<file path="src/rtl/note_sequencer.sv">
// Note-table sequencer: plays programmed entries at a set tempo,
// driving the counter phase step, waveform select and gate.
module note_sequencer #(
  parameter int NOTES   = 8,
  parameter int ADDER_W = 16,
  parameter int UNIT    = 64,
  parameter int TEMPO_W = 16,
  localparam int AW     = $clog2(NOTES)
) (
  input  logic               clk,
  input  logic               reset,
  input  logic               start,
  input  logic               stop,
  input  logic               loop,
  input  logic [TEMPO_W-1:0] tempo,
  input  logic               wr_en,
  input  logic [AW-1:0]      wr_addr,
  input  logic [3:0]         wr_note,
  input  logic [3:0]         wr_len,
  input  logic [2:0]         wr_wave,
  output logic [ADDER_W-1:0] adder,
  output logic [2:0]         wave_sel,
  output logic               gate,
  output logic               busy,
  output logic               done,
  output logic [AW-1:0]      pos
);

  typedef enum logic [1:0] {
    S_IDLE,
    S_LOAD,
    S_PLAY,
    S_DONE
  } state_t;

  state_t r_state;
  state_t w_next;

  logic [3:0]         r_note [NOTES];
  logic [3:0]         r_len  [NOTES];
  logic [2:0]         r_wave [NOTES];

  logic [ADDER_W-1:0] r_adder;
  logic [2:0]         r_wsel;
  logic               r_gate;
  logic               r_busy;
  logic               r_done;
  logic [AW-1:0]      r_pos;
  logic [TEMPO_W-1:0] r_tick;
  logic [3:0]         r_beat;

  logic [ADDER_W-1:0] w_adder;
  logic [2:0]         w_wsel;
  logic               w_gate;
  logic               w_done;
  logic [AW-1:0]      w_pos;
  logic [TEMPO_W-1:0] w_tick;
  logic [3:0]         w_beat;

  logic [3:0]         w_note;
  logic [3:0]         w_len;
  logic [2:0]         w_ewave;
  logic [ADDER_W-1:0] w_step;
  logic [TEMPO_W-1:0] w_tlast;
  logic               w_tend;
  logic               w_lastpos;

  assign w_note    = r_note[r_pos];
  assign w_len     = r_len[r_pos];
  assign w_ewave   = r_wave[r_pos];
  assign w_step    = ADDER_W'(w_note) * ADDER_W'(UNIT);
  assign w_tlast   = (tempo == '0) ? '0 : tempo - 1'b1;
  // >= keeps a beat from overrunning when tempo drops mid-beat
  assign w_tend    = (r_tick >= w_tlast);
  assign w_lastpos = (r_pos == AW'(NOTES - 1));

  always_comb begin
    w_next  = r_state;
    w_adder = r_adder;
    w_wsel  = r_wsel;
    w_gate  = r_gate;
    w_done  = 1'b0;
    w_pos   = r_pos;
    w_tick  = r_tick;
    w_beat  = r_beat;
    unique case (r_state)
      S_IDLE: begin
        w_adder = '0;
        w_gate  = 1'b0;
        if (start && !stop) begin
          w_next = S_LOAD;
          w_pos  = '0;
        end
      end
      S_LOAD: begin
        w_gate = 1'b0;
        if (w_len == 4'd0) begin
          if (r_pos != '0 && loop) begin
            w_pos = '0;
          end else begin
            w_next  = S_DONE;
            w_done  = 1'b1;
            w_adder = '0;
          end
        end else begin
          w_next  = S_PLAY;
          w_adder = w_step;
          w_wsel  = w_ewave;
          w_gate  = (w_note != 4'd0);
          w_beat  = w_len;
          w_tick  = '0;
        end
      end
      S_PLAY: begin
        if (w_tend) begin
          w_tick = '0;
          w_beat = r_beat - 4'd1;
          if (r_beat == 4'd1) begin
            w_gate = 1'b0;
            if (!w_lastpos) begin
              w_pos  = r_pos + 1'b1;
              w_next = S_LOAD;
            end else if (loop) begin
              w_pos  = '0;
              w_next = S_LOAD;
            end else begin
              w_next  = S_DONE;
              w_done  = 1'b1;
              w_adder = '0;
            end
          end
        end else begin
          w_tick = r_tick + 1'b1;
        end
      end
      S_DONE: begin
        w_next  = S_IDLE;
        w_adder = '0;
        w_gate  = 1'b0;
      end
    endcase
    if (stop && r_state != S_IDLE) begin
      w_next  = S_IDLE;
      w_adder = '0;
      w_gate  = 1'b0;
      w_pos   = '0;
      w_done  = 1'b0;
    end
  end

  always_ff @(posedge clk) begin
    if (reset) begin
      r_state <= S_IDLE;
      r_adder <= '0;
      r_wsel  <= '0;
      r_gate  <= 1'b0;
      r_busy  <= 1'b0;
      r_done  <= 1'b0;
      r_pos   <= '0;
      r_tick  <= '0;
      r_beat  <= '0;
      for (int i = 0; i < NOTES; i++) begin
        r_note[i] <= '0;
        r_len[i]  <= '0;
        r_wave[i] <= '0;
      end
    end else begin
      r_state <= w_next;
      r_adder <= w_adder;
      r_wsel  <= w_wsel;
      r_gate  <= w_gate;
      r_busy  <= (w_next != S_IDLE);
      r_done  <= w_done;
      r_pos   <= w_pos;
      r_tick  <= w_tick;
      r_beat  <= w_beat;
      if (wr_en && !r_busy) begin
        r_note[wr_addr] <= wr_note;
        r_len[wr_addr]  <= wr_len;
        r_wave[wr_addr] <= wr_wave;
      end
    end
  end

  assign adder    = r_adder;
  assign wave_sel = r_wsel;
  assign gate     = r_gate;
  assign busy     = r_busy;
  assign done     = r_done;
  assign pos      = r_pos;

endmodule

</file>
<file path="config.mk">
export PLATFORM = sky130hd
export DESIGN_NAME = note_sequencer
export DESIGN_NICKNAME = d
export VERILOG_FILES = /design/src/rtl/note_sequencer.sv
export SDC_FILE = /design/constraint.sdc
export NUM_CORES = 1
export LEC_CHECK = 0
export CAP_MARGIN = 25
export CORE_MARGIN = 2
export CORE_UTILIZATION = 43
export DETAILED_ROUTE_END_ITERATION = 10
export PLACE_DENSITY = 0.72
export SYNTH_ARGS = -nofsm -noshare
export SYNTH_HDL_FRONTEND = slang
export SYNTH_SLANG_ARGS = --single-unit
</file>
<file path="constraint.sdc">
create_clock -name clk -period 4.4 [get_ports clk]
set_clock_uncertainty 0.15 [all_clocks]
set_input_delay 1.1 -clock clk [delete_from_list [all_inputs] [get_ports clk]]
set_output_delay 1.1 -clock clk [all_outputs]
set_load 0.03 [all_outputs]
</file>
# == Word-level counts from Yosys, hierarchy flattened ==
# Memories as Yosys holds them, arrays and structs flattened. A register that Yosys moved wholly into a read port is not among the register bits.
# Index checks and enable logic that the tools add are counted.
# word_totals
regBits,44
latchBits,0
ramBits,88
mem_bits_ro,0
inputBits,36
word_cells,118
memories,3
# op_classes
addsub,4
mul,0
div_mod_pow,0
magnitude_cmp,1
n_eq_ne,15
shift,0
mux,60
bitwise,1
reduce_logical,26
# memory_table
memory,words,width,rd,rd_clocked_by_memory_dff,write_ports,line_no,text
r_len,8,4,1,1,8,40,logic [3:0] r_len [NOTES];
r_note,8,4,1,1,8,39,logic [3:0] r_note [NOTES];
r_wave,8,3,1,1,8,41,logic [2:0] r_wave [NOTES];
# ops
operator,count
16-bit 2-to-1 mux,9
16-bit case mux with 3 select lines,1
3-bit 2-to-1 mux,15
16-bit case mux with 2 select lines,1
1-bit 2-to-1 mux,17
"16-bit by 1-bit adder with 16-bit output, second input constant",1
16-bit greater-or-equal comparator,1
16-bit logical NOT,1
2-bit 2-to-1 mux,8
4-bit 2-to-1 mux,4
"2-bit inequality test, second input constant",8
"16-bit by 1-bit subtractor with 16-bit output, second input constant",1
3-bit case mux with 3 select lines,1
2-bit case mux with 4 select lines,1
4-bit case mux with 2 select lines,1
4-bit OR reduction,2
7-bit AND reduction,1
"3-bit inequality test, second input constant",2
2-bit AND reduction,3
2-bit nonzero test,3
3-bit nonzero test,2
5-bit AND reduction,1
"2-bit == test, second input constant",2
"4-bit by 1-bit == test with 1-bit output, second input constant",1
15 further kinds,20

# == Longest topological paths before layout ==
# Gate-level depths: netlist (run 1).
# depth
depth_word,7
mapped_depth,18
mapped_depth_nobuf,14

# == Worst setup path before layout (run 1) ==
# No wires, ideal clock.
# synth_path
path_kind,input to register
from,in tempo[5]
to,reg r_tick[15]
setup_ns,0.115
arrival_ns,4.181
setup_slack_ns,-0.046
path_stages,17
n_path_buf,3
cell_sequence,nor4_1 > nor2b_1 > nand3_1 > nor4_1 > xor2_1 > nand2_1 > ha_1 > nand4_1 > nor3_1 > o311ai_0 > and3_1 > clkbuf_1 > a211oi_2 > or2_1 > buf_6 > buf_6 > nor2_1
# synth_via
elab_chain_cells,5
# synth_lines
item,line_no,text
start: declaration,15,"input logic [TEMPO_W-1:0] tempo,"
16-bit by 1-bit subtractor with 16-bit output or 16-bit logical NOT (tied branches),72,assign w_tlast = (tempo == '0) ? '0 : tempo - 1'b1;
16-bit 2-to-1 mux (*),72,
16-bit greater-or-equal comparator (*),74,assign w_tend = (r_tick >= w_tlast);
16-bit 2-to-1 mux (*),115,if (w_tend) begin
16-bit case mux with 2 select lines (*),86,unique case (r_state)
end signal: assignment,175,r_tick <= w_tick;
end: declaration,49,logic [TEMPO_W-1:0] r_tick;
# Every way passes the cells marked *; elsewhere a longest branch is shown, timed or not.
# A chain may end at the register's enable or synchronous reset.

# == Worst setup path in the final report (run 1) ==
# layout_path
from,in tempo[5]
to,reg r_tick[7]
# The elaborated chain is that of the path after synthesis.

==> results.sh, run 1 <==
export IMPL_status="completed"
export IMPL_tritoncts="built"
export IMPL_path_class="in2reg"
export IMPL_place_congestion=0.840
export IMPL_holdPathEnd="wave_sel[0]"
export IMPL_io_buffers=48
export IMPL_synth_edf_count=88
export IMPL_grt_pass1_wl_um=24800
export IMPL_ff2ff_setup_slack_ns=0.97
export IMPL_dieWidth_um=129
export IMPL_place_worst_setup_slack_ns=-0.549
export IMPL_setup_viol_count_final=0
export IMPL_die_h_um=129
export IMPL_hold_viol_final=0
export IMPL_post_drt_wl_per_cell_um=17.6
export IMPL_grt_overflow_total=0
export IMPL_cp_data_arrival_time_ns=4.43
export IMPL_dr_pass1_iters=5
export IMPL_die_area_mm2=0.0167
export IMPL_synth_compound_area_share=0.0543
export IMPL_worst_slew_pin_slew_ns=0.876
export IMPL_hold_path_class="reg2reg"
export IMPL_antenna_found_initial=0
export IMPL_crit_required_ns=4.61
export IMPL_rows=45
export IMPL_synth_top_family_by_area="simple AND/OR/NAND/NOR gates"
export IMPL_syn_to_final_growth_pct=25.4
export IMPL_total_power_mw=3.25
export IMPL_grt_max_degree=26
export IMPL_clock_latency_ns=0.42
export IMPL_drtIter0Drc=363
export IMPL_initial_core_util=0.442
export IMPL_maxCapViolCount=0
export IMPL_clock_tree_root_cell="clkbuf_16"
export IMPL_n_antenna_cell=0
export IMPL_fin_nets=741
export IMPL_relSlewSlack=0.416
export IMPL_synth_area_mm2=0.00675
export IMPL_rsz0062_at_grt="no"
export IMPL_ys_flop_type="edfxtp_1"
export IMPL_syn_instance_count=594
export IMPL_fin_ws_ns=0.186
export IMPL_synthAdderAreaFrac=0.0538
export IMPL_grt_pass1_vias=4878
export IMPL_min_path_cells=2
export IMPL_synthXorXnorAreaFrac=0.0325
export IMPL_hp_start="wave_sel[0]"
export IMPL_p_leak_nw=3.20
export IMPL_r2r_end="r_tick[7]"
export IMPL_final_max_slew_viol_count=0
export IMPL_cts_buffers=17
export IMPL_grt_usage=0.198
export IMPL_yosysSeqAreaShare=0.505
export IMPL_period_minus_slack_ns=4.21
export IMPL_async_flop_share=0
export IMPL_cts_sinks=126
export IMPL_synth_area_per_cell_um2=11.4
export IMPL_peakVddDrop_uv=279
export IMPL_wl_um=15800
export IMPL_ctsHoldBuffers=0
export IMPL_cts_max_level=4
export IMPL_synthMuxAreaShare=0.106
export IMPL_critPathLaunchType="input pin"
export IMPL_synth_simple_area_share=0.205
export IMPL_end_kind="flip-flop"
export IMPL_drive_gt1_frac=0.187
export IMPL_ys_ff_latch=126
export IMPL_post_route_period_util=0.958
export IMPL_cts_max_path_buffers=2
export IMPL_whs_ns=0.308
export IMPL_viasPerCell=5.26
export IMPL_netlist_cell_type_count=58
export IMPL_pwr_density_cell_mw_per_mm2=385
export IMPL_core_mm2=0.0153
export IMPL_reg2reg_depth=9
export IMPL_synth_warnings=0
export IMPL_layout_common_cells="and2_1, edfxtp_1, nor2_1, clkdlybuf4s50_1, nand2_1"
export IMPL_clkTransAtPathRegs_ns=0.06
export IMPL_critPathMaxFanout=8
export IMPL_max_freq_ghz=0.237
export IMPL_antenna_left=0
export IMPL_hpwl_um=10600
export IMPL_drc_errors=0
export IMPL_final_common_cell="and2_1"
export IMPL_route_vias_total=4733
export IMPL_num_io_pins=61
==> worst max-delay path by stage <==
stage	start	end
4_1_cts	tempo[5]	busy
5_1_grt	tempo[5]	r_tick[7]
3_3_place_gp	tempo[5]	busy
6_report	tempo[5]	r_tick[7]
2_1_floorplan	tempo[5]	r_tick[15]
3_5_place_dp	tempo[5]	adder[8]
==> registers in the layout, indices dropped and copies added (netlist names), named ones only <==
name and flops:
busy 1, gate 1, pos 3, r_tick 16
r_len 32, r_note 32, r_wave 24, r_state 2
wave_sel 3, r_beat 4, adder 4, done 1
==> layout make-up <==
type                       count  area [um2]
sequential                   126        3400
multi-input combinational    423        3220
clock inverter                13         219
fill                        1263        6800
timing repair buffer          92         856
inverter                      16        60.1
clock buffer                  19         433
tap                          211         264
==> worst max-delay path, cell delays in order <==
cell	delay (ns)
clkdlybuf4s50_1	0.44
nor4_2	0.19
nor2b_4	0.22
buf_4	0.13
and4b_1	0.25
buf_6	0.14
nor2_1	0.04
mux2i_1	0.16
ha_1	0.29
nand2_1	0.09
nor2_1	0.05
a211oi_2	0.26
buf_4	0.18
and3_4	0.22
a211oi_4	0.07
or2_4	0.32
clkbuf_16	0.17
nor2_2	0.10
==> kinds of logic after synthesis <==
group,count (synthesis)
other cells,1
simple gates,259
mux,42
xor+xnor,25
buf+inv,56
fa+ha+maj,29
flops,126
compound gates,56
==> where the power goes <==
group,switching (mW),internal (mW),leakage (nW)
sequential,0.0251,1.32,1.22
clock,0.495,1.05,0.314
combinational,0.207,0.153,1.67
total,0.728,2.53,3.20
==> routing by layer <==
layer / global-route usage / part of all wire / vias to the layer above
met5: 0 / 0 / -
met4: 0.0729 / 0.022 / 0
met3: 0.0458 / 0.052 / 28
met2: 0.356 / 0.51 / 137
met1: 0.230 / 0.41 / 2311
li1: - / - / 2257
==> repair_timing <==
item	CTS	global route
endpoints found under the setup margin	33	34
gates resized for setup	6	23
buffers inserted	1	4
pin swaps	3	13
cloned	0	1
==> per-stage QoR <==
stage	cell area (um2)	utilization	setup TNS (ns)	cells
detailed placement	7600	0.498	-15.66	862
floorplan	6790	-	0	605
global placement	7600	0.498	-11.73	862
CTS	8290	0.543	0	895
finish	8460	0.554	0	900
global route	8460	0.554	0	900
==> synth_stat cells (3+ instances only) <==
library cell | number | area, um2
clkbuf_1 | 18 | 67.6
nor3_1 | 19 | 95.1
nand2b_1 | 7 | 43.8
nor3b_1 | 3 | 22.5
a21oi_1 | 18 | 90.1
mux2i_1 | 16 | 160
nor4_1 | 3 | 18.8
buf_4 | 13 | 97.6
o21ai_0 | 9 | 45.0
nand3_1 | 12 | 60.1
buf_2 | 4 | 20.0
dfxtp_1 | 38 | 761
and2_1 | 89 | 557
nand2_1 | 42 | 158
or2_2 | 9 | 56.3
mux4_2 | 22 | 495
mux2_2 | 3 | 33.8
xnor2_1 | 19 | 166
edfxtp_1 | 88 | 2640
and3_1 | 6 | 37.5
nand3b_1 | 3 | 22.5
nand4_1 | 3 | 18.8
xor2_1 | 6 | 52.6
nor2_1 | 51 | 191
inv_1 | 16 | 60.1
o31ai_1 | 3 | 22.5
buf_6 | 4 | 45.0
ha_1 | 29 | 363
Power figures use the tool's default switching activity.
==> run 2: changes to the inputs <==
CORE_ASPECT_RATIO = 1.4   (was unset)
==> run 2 against run 1 <==
Total power decreased by 6.6%. Maximum frequency about the same. First-iteration DRC count decreased by 24%. Cell area decreased by 2.2%. Hold slack got worse by 0.0024 ns. Flip-flop and latch count unchanged. Routed wire length decreased by 1.6%. Highest routed layer unchanged. Critical path type unchanged.
==> results.sh, run 2 (synthesis gave the netlist of run 1 again) <==
export IMPL_route_vias_total=4675
export IMPL_clock_tree_root_cell="clkbuf_16"
export IMPL_worst_slew_pin_slew_ns=0.924
export IMPL_rows=54
export IMPL_io_buffers=48
export IMPL_peakVddDrop_uv=267
export IMPL_cpLargestDelayFamily="simple AND/OR/NAND/NOR gates"
export IMPL_max_freq_ghz=0.237
export IMPL_cts_sinks=126
export IMPL_final_max_slew_viol_count=0
export IMPL_pwr_density_cell_mw_per_mm2=368
export IMPL_grt_busiest_layer="met2"
export IMPL_p_leak_nw=3.09
export IMPL_setup_viol_count_final=0
export IMPL_grt_pass1_vias=5032
export IMPL_grtUsageMet3=0.0428
export IMPL_n_antenna_cell=0
export IMPL_path_cells="clkdlybuf4s50_1 > nor4_4 > nor2b_4 > nand3_2 > buf_4 > nor2_1 > xor2_1 > nand2_1 > ha_1 > nand2_1 > nor3_2 > buf_4 > a2bb2oi_2 > and3_4 > a211o_4 > mux2i_1 > nor2_1"
export IMPL_post_route_period_util=0.958
export IMPL_grt_overflow_total=0
export IMPL_antenna_left=0
export IMPL_period_minus_slack_ns=4.21
export IMPL_cts_max_level=4
export IMPL_dieWidth_um=110
export IMPL_relSlewSlack=0.384
export IMPL_drtIter0Drc=276
export IMPL_use_met1=0.204
export IMPL_initial_core_util=0.436
export IMPL_cts_buffers=17
export IMPL_grt_max_degree=26
export IMPL_wl_um=15600
export IMPL_antenna_found_initial=0
export IMPL_clock_latency_ns=0.41
export IMPL_fill_cells=1297
export IMPL_whs_ns=0.305
export IMPL_cp_data_arrival_time_ns=4.35
export IMPL_drc_errors=0
export IMPL_status="completed"
export IMPL_core_mm2=0.0155
export IMPL_syn_to_final_growth_pct=22.6
export IMPL_path_class="in2reg"
export IMPL_hpwl_um=11100
export IMPL_crit_required_ns=4.53
export IMPL_use_met2=0.365
export IMPL_cts_max_path_buffers=2
export IMPL_tritoncts="built"
export IMPL_dpl_cell_area_mm2=0.00758
export IMPL_clkTransAtPathRegs_ns=0.06
export IMPL_final_cell_area_mm2=0.00827
export IMPL_critPathLaunchType="input pin"
export IMPL_hold_path_class="reg2reg"
export IMPL_maxCapViolCount=0
export IMPL_grt_pass1_wl_um=24800
export IMPL_place_congestion=0.817
export IMPL_post_route_util=0.535
export IMPL_final_common_cell="and2_1"
export IMPL_hold_viol_final=0
export IMPL_die_area_mm2=0.0167
export IMPL_fin_nets=736
export IMPL_drive_gt1_frac=0.183
export IMPL_critPathMaxFanout=6
export IMPL_viasPerCell=5.31
export IMPL_num_io_pins=61
export IMPL_crit_slowest_cell="clkdlybuf4s50_1"
export IMPL_path_buf_inv=3
export IMPL_dr_pass1_iters=4
export IMPL_die_h_um=152
export IMPL_layout_common_cells="and2_1, edfxtp_1, nor2_1, clkdlybuf4s50_1, nand2_1"
export IMPL_cpPeakStageDelay_ns=0.47
export IMPL_grt_usage=0.196
export IMPL_reg_top3="r_len: 32 flops, r_note: 32 flops, r_wave: 24 flops"
export IMPL_post_drt_wl_per_cell_um=17.7
export IMPL_end_kind="flip-flop"
==> run 2: cell types whose count changed in the layout (fill, tap and decap cells not counted), moves of 3 or more <==
| cell | before | now |
|---|---|---|
| clkinv_2 | 4 | 0 |
| bufinv_16 | 6 | 1 |
| buf_4 | 40 | 37 |
| clkinvlp_4 | 2 | 5 |
| inv_6 | 0 | 6 |
==> run 2: tightest hold or removal path: stages (launching register included) <==
cell and delay [ns]:
dfxtp_1 0.31, nand2_1 0.05, a21oi_1 0.05
==> run 2: metal layers <==
layer / wire, um / part of all wire / vias up
met3: 623 / 0.040 / 24
li1: - / - / 2246
met5: 0 / 0 / -
met1: 5900 / 0.38 / 2275
met2: 8740 / 0.56 / 130
met4: 310 / 0.020 / 0
==> run 2: layout make-up <==
cell class	instances	area [um2]	share of cell area
multi-input cells	423	3190	0.386
repair buffers	87	795	0.0960
well taps	196	245	0.0296
clock inverters	15	151	0.0183
clock buffers	17	425	0.0514
inverters	16	60.1	0.00726
flip-flops and latches	126	3400	0.411
==> run 2: repair_timing <==
item | in CTS | in global routing
endpoints found under the hold margin | 0 | 0
setup buffers | 0 | 1
gates resized for setup | 7 | 15
endpoints found under the setup margin | 33 | 33
pin swaps | 0 | 6
hold buffers | 0 | 0
==> run 2: final timing paths <==
kind,from,to,slack [ns],cells after the start
worst min register to register,wave_sel[1],wave_sel[1],0.31,2
worst max-delay path,tempo[4],adder[7],0.19,17
worst min-delay path,wave_sel[1],wave_sel[1],0.31,2
worst max register to register,flip-flop,r_beat[0],1.05,8
==> run 2: power by group <==
group          total (mW)  switching [mW]  internal, mW  leakage [nW]
Clock                1.35           0.559         0.794         0.268
Sequential           1.35          0.0262          1.32          1.22
Combinational       0.342           0.200         0.142          1.61
==> run 2: per-stage QoR <==
step | total power [mW] | worst slack, ns | cells | setup TNS, ns
after floorplan | 1.57 | 0.0391 | 605 | 0
after global placement | 1.68 | -0.343 | 847 | -9.92
after detailed placement | 1.70 | -0.632 | 847 | -17.80
after CTS | 3.05 | 0.0299 | 879 | 0
after global routing | 3.14 | -0.0298 | 880 | -0.103
final | 3.04 | 0.186 | 880 | 0
==> run 3: changes to the inputs <==
PLACE_DENSITY = unset   (was 0.72)
==> run 3 against run 2 <==
Combinational power grew 2%. Critical path type unchanged. Total power grew 3.4%. Count of clock-buffer cells in the layout grew 1. Final cell count grew 0.57%. Sequential share of layout area shrank 0.38 points. Via count grew 0.41%. Largest cell class unchanged. Cell area grew 0.92%. Routed wire length grew 5.3%. Utilization grew 0.49 points.
==> results.sh, run 3 (synthesis gave the netlist of run 1 again) <==
export IMPL_status="completed"
export IMPL_power_frac_comb=0.111
export IMPL_grtUsageMet3=0.0338
export IMPL_clock_tree_root_cell="clkbuf_16"
export IMPL_viasPerCell=5.30
export IMPL_layout_common_cells="and2_1, edfxtp_1, nor2_1, clkdlybuf4s50_1"
export IMPL_clkTransAtPathRegs_ns=0.06
export IMPL_cts_max_path_buffers=2
export IMPL_pwr_share_clk=0.461
export IMPL_cts_max_level=4
export IMPL_end_kind="flip-flop"
export IMPL_grt_overflow_total=0
export IMPL_fill_cells=1370
export IMPL_route_vias_total=4694
export IMPL_path_class="in2reg"
export IMPL_p_leak_nw=3.16
export IMPL_swShare=0.247
export IMPL_rows=54
export IMPL_pwr_density_cell_mw_per_mm2=377
export IMPL_period_minus_slack_ns=4.21
export IMPL_fin_nets=741
export IMPL_cts_sinks=126
export IMPL_grt_pass1_wl_um=25400
export IMPL_clock_latency_ns=0.42
export IMPL_drive_gt1_frac=0.184
export IMPL_post_route_util=0.540
export IMPL_num_io_pins=61
export IMPL_place_congestion=0.854
export IMPL_dr_pass1_iters=4
export IMPL_seq_area_mm2=0.00340
export IMPL_dieWidth_um=110
export IMPL_grt_usage=0.203
export IMPL_dp_cells=851
export IMPL_hpwl_um=11600
export IMPL_setup_viol_count_final=0
export IMPL_grt_max_degree=26
export IMPL_power_internal_mw=2.37
export IMPL_netSwitchingPower_mw=0.778
export IMPL_fin_cells=885
export IMPL_cp_data_arrival_time_ns=4.37
export IMPL_relSlewSlack=0.383
export IMPL_die_area_mm2=0.0167
export IMPL_grt_pass1_vias=5001
export IMPL_ctsHoldBuffers=0
export IMPL_initial_core_util=0.436
export IMPL_final_common_cell="and2_1"
export IMPL_worst_slew_pin_slew_ns=0.925
export IMPL_wl_um=16400
export IMPL_maxCapViolCount=0
export IMPL_multi_input_area_mm2=0.00319
export IMPL_reg_top3="r_len: 32 flops, r_note: 32 flops, r_wave: 24 flops"
export IMPL_max_freq_ghz=0.238
export IMPL_final_max_slew_viol_count=0
export IMPL_io_buffers=48
export IMPL_use_met2=0.396
export IMPL_syn_to_final_growth_pct=23.8
export IMPL_critPathLaunchType="input pin"
export IMPL_crit_required_ns=4.56
export IMPL_peakVddDrop_uv=352
export IMPL_hold_viol_final=0
export IMPL_reg2reg_depth=8
export IMPL_drtIter0Drc=221
export IMPL_core_mm2=0.0155
export IMPL_hold_path_class="reg2reg"
export IMPL_n_antenna_cell=0
export IMPL_antenna_found_initial=0
export IMPL_grt_busiest_layer="met2"
export IMPL_post_route_period_util=0.956
export IMPL_pwr_share_seq=0.428
export IMPL_cts_buffers=17
export IMPL_critPathMaxFanout=6
export IMPL_min_path_cells=2
export IMPL_tritoncts="built"
export IMPL_use_met1=0.208
export IMPL_drc_errors=0
export IMPL_die_h_um=152
export IMPL_post_drt_wl_per_cell_um=18.5
export IMPL_antenna_left=0
[run 3: cell types whose count changed in the layout (fill, tap and decap cells not counted), moves of 2 or more]
cell | before | now
clkinv_4 | 1 | 4
bufinv_16 | 1 | 3
buf_4 | 37 | 42
clkinvlp_4 | 5 | 1
inv_6 | 6 | 4
[run 3: worst max-delay path, stage by stage]
cell and delay (ns):
clkdlybuf4s50_1 0.43, or4_1 0.58, nor2_1 0.20, nand2_1 0.13, buf_4 0.18, nand2_1 0.06, ha_1 0.23, a21oi_1 0.14
o21ai_0 0.17, a2bb2oi_2 0.21, a31oi_2 0.16, o41ai_1 0.36, a31oi_1 0.18, or2_1 0.24
[run 3: area by class of cell]
type | count | share of cell area
flip-flops and latches | 126 | 0.408
multi-input cells | 423 | 0.382
repair buffers | 92 | 0.100
clock buffers | 18 | 0.0514
well taps | 196 | 0.0294
clock inverters | 14 | 0.0220
inverters | 16 | 0.00719
[run 3: power groups by stage]
stage | Sequential (mW) | Clock [mW] | Combinational, mW
after floorplan | 1.37 | 0 | 0.198
after detailed placement | 1.37 | 0 | 0.337
after global placement | 1.37 | 0 | 0.329
after global routing | 1.35 | 1.52 | 0.380
after CTS | 1.35 | 1.47 | 0.343
final | 1.34 | 1.45 | 0.349
[run 3: timing repair]
item | in CTS | in global routing
endpoints found under the setup margin | 29 | 35
gates resized for setup | 4 | 18
pin swaps | 1 | 5
buffers inserted | 0 | 2
[run 3: final timing paths]
check,slack (ns),end,startpoint
setup / recovery,0.19,busy,tempo[12]
hold / removal,0.30,wave_sel[2],wave_sel[2]
setup reg to reg,1.01,r_beat[0],flip-flop
hold reg to reg,0.30,wave_sel[2],wave_sel[2]
[run 3: routing by layer]
| metal | routed length, um | part of all wire |
|---|---|---|
| met1 | 5990 | 0.37 |
| met4 | 323 | 0.020 |
| met2 | 9520 | 0.58 |
| met5 | 0 | 0 |
| met3 | 567 | 0.035 |
[run 3: stage by stage]
| step | hold WS (ns) | total power [mW] | worst slack (ns) | cell area (um2) | setup TNS (ns) |
|---|---|---|---|---|---|
| after floorplan | 0.334 | 1.57 | 0.0391 | 6790 | 0 |
| after global placement | 0.292 | 1.70 | -0.447 | 7610 | -12.65 |
| after detailed placement | 0.303 | 1.71 | -0.546 | 7610 | -15.47 |
| after CTS | 0.309 | 3.15 | 0.0108 | 8250 | 0 |
| after global routing | 0.341 | 3.25 | -0.0570 | 8350 | -0.112 |
| final | 0.304 | 3.15 | 0.192 | 8350 | 0 |
